===== src/rtl/fifo_pkg.sv =====
// Shared constants and types for the FIFO read-side packer.
// Counter width helper sizes acc_cnt to hold 0..LANES inclusive.
package fifo_pkg;

  localparam int WIDTH_DEF = 8;
  localparam int LANES_DEF = 4;

  function automatic int cnt_w(input int lanes);
    return $clog2(lanes + 1);
  endfunction

  localparam int CNT_W = cnt_w(LANES_DEF);

  typedef logic [LANES_DEF-1:0] keep_t;

endpackage


===== src/rtl/fifo_rd_packer_pack_out_reg.sv =====
// Output holding register for packed words.
// Loads when free; holds data/keep stable while stalled.
module pack_out_reg #(
  parameter int DW = 32,
  parameter int KW = 4
) (
  input  logic          clk,
  input  logic          rst,
  input  logic          load,
  input  logic [DW-1:0] ld_data,
  input  logic [KW-1:0] ld_keep,
  input  logic          m_ready,
  output logic          m_valid,
  output logic [DW-1:0] m_data,
  output logic [KW-1:0] m_keep,
  output logic          free
);

  assign free = !m_valid || m_ready;

  always_ff @(posedge clk or posedge rst) begin
    if (rst) begin
      m_valid <= 1'b0;
      m_data  <= '0;
      m_keep  <= '0;
    end else if (load) begin
      m_valid <= 1'b1;
      m_data  <= ld_data;
      m_keep  <= ld_keep;
    end else if (m_ready) begin
      m_valid <= 1'b0;
    end
  end

endmodule


===== src/rtl/fifo_rd_packer.sv =====
// Async-FIFO read-side byte packer: pops bytes, emits LANES-wide words.
// Optional partial-word timeout flush under macro FLUSH_TIMEOUT_EN.
module fifo_rd_packer
  import fifo_pkg::*;
#(
  parameter int WIDTH   = WIDTH_DEF,
  parameter int LANES   = LANES_DEF,
  parameter int TIMEOUT = 16
) (
  input  logic                   clk,
  input  logic                   rst,
  input  logic                   rempty,
  input  logic [WIDTH-1:0]       rdata,
  output logic                   rinc,
  output logic                   m_valid,
  input  logic                   m_ready,
  output logic [WIDTH*LANES-1:0] m_data,
  output logic [LANES-1:0]       m_keep
);

  localparam int CW = cnt_w(LANES);
  localparam int DW = WIDTH * LANES;

  logic [CW-1:0]    acc_cnt;
  logic [CW:0]      pend;
  logic             inflight;
  logic             pop;
  logic             full;
  logic             free;
  logic             load;
  logic             flush;
  logic [DW-1:0]    acc;
  logic [DW-1:0]    ld_data;
  logic [LANES-1:0] ld_keep;

  // Count the byte still in flight so the accumulator never overflows.
  assign pend = {1'b0, acc_cnt} + {{CW{1'b0}}, inflight};
  assign pop  = !rempty && (pend < (CW+1)'(LANES));
  assign rinc = pop && !rst;
  assign full = acc_cnt == CW'(LANES);
  assign load = (full && free) || flush;

  always_ff @(posedge clk or posedge rst) begin
    if (rst) begin
      acc_cnt  <= '0;
      inflight <= 1'b0;
      acc      <= '0;
    end else begin
      inflight <= pop;
      if (load) begin
        acc_cnt <= '0;
      end else if (inflight) begin
        acc_cnt <= acc_cnt + CW'(1);
        for (int i = 0; i < LANES; i++) begin
          if (acc_cnt == CW'(i)) begin
            acc[i*WIDTH +: WIDTH] <= rdata;
          end
        end
      end
    end
  end

`ifdef FLUSH_TIMEOUT_EN
  localparam int TW = $clog2(TIMEOUT + 1);

  logic [TW-1:0] idle;
  logic          partial;

  assign partial = (acc_cnt != '0) && !full;
  assign flush   = partial && !inflight && free
                && (idle == TW'(TIMEOUT));

  always_ff @(posedge clk or posedge rst) begin
    if (rst) begin
      idle <= '0;
    end else if (inflight || flush || !partial) begin
      idle <= '0;
    end else if (idle != TW'(TIMEOUT)) begin
      idle <= idle + TW'(1);
    end
  end

  // Unfilled lanes go out as zero with their keep bit clear.
  always_comb begin
    ld_keep = '0;
    ld_data = '0;
    for (int i = 0; i < LANES; i++) begin
      ld_keep[i] = CW'(i) < acc_cnt;
      if (ld_keep[i]) begin
        ld_data[i*WIDTH +: WIDTH] = acc[i*WIDTH +: WIDTH];
      end
    end
  end
`else
  assign flush   = 1'b0;
  assign ld_keep = '1;
  assign ld_data = acc;
`endif

  pack_out_reg #(
    .DW(DW),
    .KW(LANES)
  ) u_out (
    .clk    (clk),
    .rst    (rst),
    .load   (load),
    .ld_data(ld_data),
    .ld_keep(ld_keep),
    .m_ready(m_ready),
    .m_valid(m_valid),
    .m_data (m_data),
    .m_keep (m_keep),
    .free   (free)
  );

endmodule


===== config.mk =====
export PLATFORM = sky130hd
export DESIGN_NAME = fifo_rd_packer
export DESIGN_NICKNAME = d
export VERILOG_FILES = /design/src/rtl/fifo_pkg.sv /design/src/rtl/fifo_rd_packer_pack_out_reg.sv /design/src/rtl/fifo_rd_packer.sv
export SDC_FILE = /design/constraint.sdc
export NUM_CORES = 1
export LEC_CHECK = 0
export BUFFER_PORTS_ARGS = -buffer_cell sky130_fd_sc_hd__buf_2
export CAP_MARGIN = 15
export CORE_AREA = 2 2 74 76
export DETAILED_ROUTE_END_ITERATION = 16
export DIE_AREA = 0 0 76 78
export PLACE_DENSITY_LB_ADDON = 0.1
export SLEW_MARGIN = 20
export SYNTH_ARGS = -nofsm -noshare
export SYNTH_HDL_FRONTEND = slang
export SYNTH_SLANG_ARGS = --single-unit

===== constraint.sdc =====
create_clock -name clk -period 6.3 [get_ports clk]
set_clock_uncertainty 0.2 [all_clocks]
set_input_delay 0.315 -clock clk [delete_from_list [all_inputs] [get_ports clk]]
set_output_delay 0.315 -clock clk [all_outputs]
set_load 0.1 [all_outputs]

==> results.md <==
* Gr ovfl total at 0
* Yosys cell types at 19
* Final core utilization at 0.6439
* Initial Util at 0.5464
* Post-layout min period at 2436 ps
* Layout fillers at 404
* Busiest grt layer: met2
* DRT Pass-1 Iters at 4
* Port Buffer Count at 49
* Synthesized area per cell at 16.21 um^2
* Terminus of the critical flop-to-flop path: u_out.m_data[23]
* Crit Path Category: reg -> reg
* Share of cells above drive strength 1 at 0.6026
* Post-Synth Simple-Gate Area at 0.02997
* Max-Slew Margin vs Limit at 0.3421
* Nets at 241
* Final hold vios at 0
* P&R area growth vs syn at 17.85%
* Num ports at 50
* Root Driver: clkbuf_8
* Gpl congestion at 0.7435
* Final setup vio count at 0
* Post_cts resized at 0
* Initial antenna violation count at 0
* 1st-iter DRT viols at 63
* Routed Antenna Nets at 0
* Worst R2R Setup Slack at 3860 ps
* Setup TNS at 0 ps
* Status: complete, no violations
* Total number of vias at 1,520
* Element type at the critical path start: flip-flop
* Cts bufs inserted at 9
* All-Layer GR Usage at 0.1840
* FMAX at 0.4105 GHz
* Synth Area in Adders at 0.02271
* RSZ-0062 raised after global routing: false
* # Post-CTS Setup Buffers at 0
* Worst-Skew Late Latency at 330 ps
* CTS max path bufs at 2
* Tightest Pin Transition at 984.8 ps
* Yosys warnings at 0
* Final Max Tran Viols at 0
* Yosys reg bits at 70
* Vias in the first global route at 1,707
* R2R Path Start: acc_cnt[0]
* Crit path max fanout at 36
* Post-synthesis xor/xnor area fraction at 0.003179
* Drt drc at 0
* Die Width at 76 um
* Avg Vias per Cell at 5.084
* Die height at 78 um
* Data arrival, critical path at 2450 ps
* H-Tree Level Count at 3
* First-pass GRT wire length at 8362 um
* Post-DP HPWL at 3201 um
* Largest family of logic cells by synthesized area: multiplexers
* Crit end category: flip-flop
* Tcrit/Tclk final at 0.3866
* FFs w/ async S/R, synth at 1.000
* Synth Area in Compound Gates at 0.01045
* Clk slew on worst S/H paths at 70 ps
* GRT met1 Usage at 0.2295
* Clk sinks at 70
* Syn Inst Count at 170
* WL per Instance at 16.25 um
* Pin count of the biggest net entering global routing at 72
* Routed wire length at 4859 um
* M2 GR Usage at 0.3071
* Row cnt at 26
* Max Cap Violations at 0
* Worst EP required at 6310 ps
* Met3 Use GR at 0.04302
* Sequential area share after synthesis at 0.6358
* Mux contribution to synthesized area at 0.2652
* TritonCTS clock tree: yes
* Post-synth EDFFs at 0
* Hold crit path type: in -> async
* Area of the die at 5928 um^2
* Diode count at 0
* Main flop type after synthesis: dfrtp_1
* Reg2reg path depth at 5
* Mapped Area at 2755 um^2
* Syn Nets at 187
* Core area at 5042 um^2
-- per-stage QoR --
step | instance area (um^2) | setup WS [ps] | hold WS (ps) | cells
2_1_floorplan | 2755 | 3079 | 194.4 | 170
3_3_place_gp | 3028 | 3960 | 280.7 | 282
3_5_place_dp | 3028 | 3855 | 287.5 | 282
4_1_cts | 3247 | 3828 | 53.26 | 299
5_1_grt | 3247 | 3682 | 65.22 | 299
6_report | 3247 | 3864 | 43.31 | 299
-- per-layer routing --
layer | vias up | part of all wire
met4 | 0 | 0.015
met3 | 7 | 0.055
met1 | 775 | 0.43
met5 | - | 0
met2 | 46 | 0.50
li1 | 692 | -
-- cell type report --
type,count,area [um^2],share of cell area
Clock buffer,12,155.1,0.04778
Clock inverter,4,53.80,0.01657
Inverter,4,15.01,0.004624
Multi-Input combinational cell,88,920.9,0.2836
Sequential cell,70,1752,0.5395
Tap cell,70,87.58,0.02697
Timing Repair Buffer,51,262.8,0.08092
-- cell usage after synthesis, types with 3 or more instances --
cell type	number	area (um^2)
dfrtp_1	70	1752
nand2_1	3	11.26
nand2_2	3	18.77
mux2_2	64	720.7
nor2_1	3	11.26
inv_1	4	15.01
buf_4	4	30.03
buf_6	4	45.04
ha_1	5	62.56
-- logic make-up after synthesis --
family | count (synthesis)
AOI/OAI and AO/OA | 3
buffers and inverters | 12
and+or+nand+nor | 14
xor gates and xnor gates | 1
muxes | 65
adders and majority gates | 5
DFF | 70
-- critical path: stages (launching register included) --
cell and delay (ps):
dfrtp_1 440, inv_1 120, ha_1 220, nand2_1 120, nor2b_4 790, mux2_2 430
-- what timing repair did --
item                                    CTS  global route
hold buffers                              1             0
endpoints found under the setup margin    0             0
hold endpoints to repair                  1             0
-- worst max path at each step --
| stage | cells past startpoint | end | from |
|---|---|---|---|
| floorplan | 2 | rinc | rst |
| detailed placement | 5 | u_out.m_data[17] | acc_cnt[0] |
| CTS | 5 | u_out.m_data[23] | acc_cnt[0] |
| finish | 5 | u_out.m_data[23] | acc_cnt[0] |
| global route | 5 | u_out.m_data[23] | acc_cnt[0] |
| global placement | 5 | u_out.m_data[31] | acc_cnt[0] |
-- registers in the layout, summed over array words and instances, names as in the netlist --
signal         cells
u_out.m_data      32
u_out.m_valid      1
inflight           1
u_out.m_keep       1
acc               32
acc_cnt            3
-- layout by cell type (no fill, tap or decap) --
cell type and count:
dfrtp_1 70, nand2_1 3, a311oi_1 1, mux2i_1 1
clkinvlp_4 2, nand2_2 3, xnor2_1 1, a31oi_2 1
clkbuf_1 1, clkbuf_8 11, or2_2 1, nand2b_4 1
bufinv_16 1, mux2_2 64, buf_4 1, inv_2 1
and2_1 1, a211oi_1 1, nor2b_4 1, dlygate4sd3_1 1
inv_6 1, nor2_1 3, buf_2 49, ha_1 5
and2b_2 1, inv_1 3
Power is not shown: default switching activity piles up to over one toggle a cycle in this logic, so the estimate is an artifact.
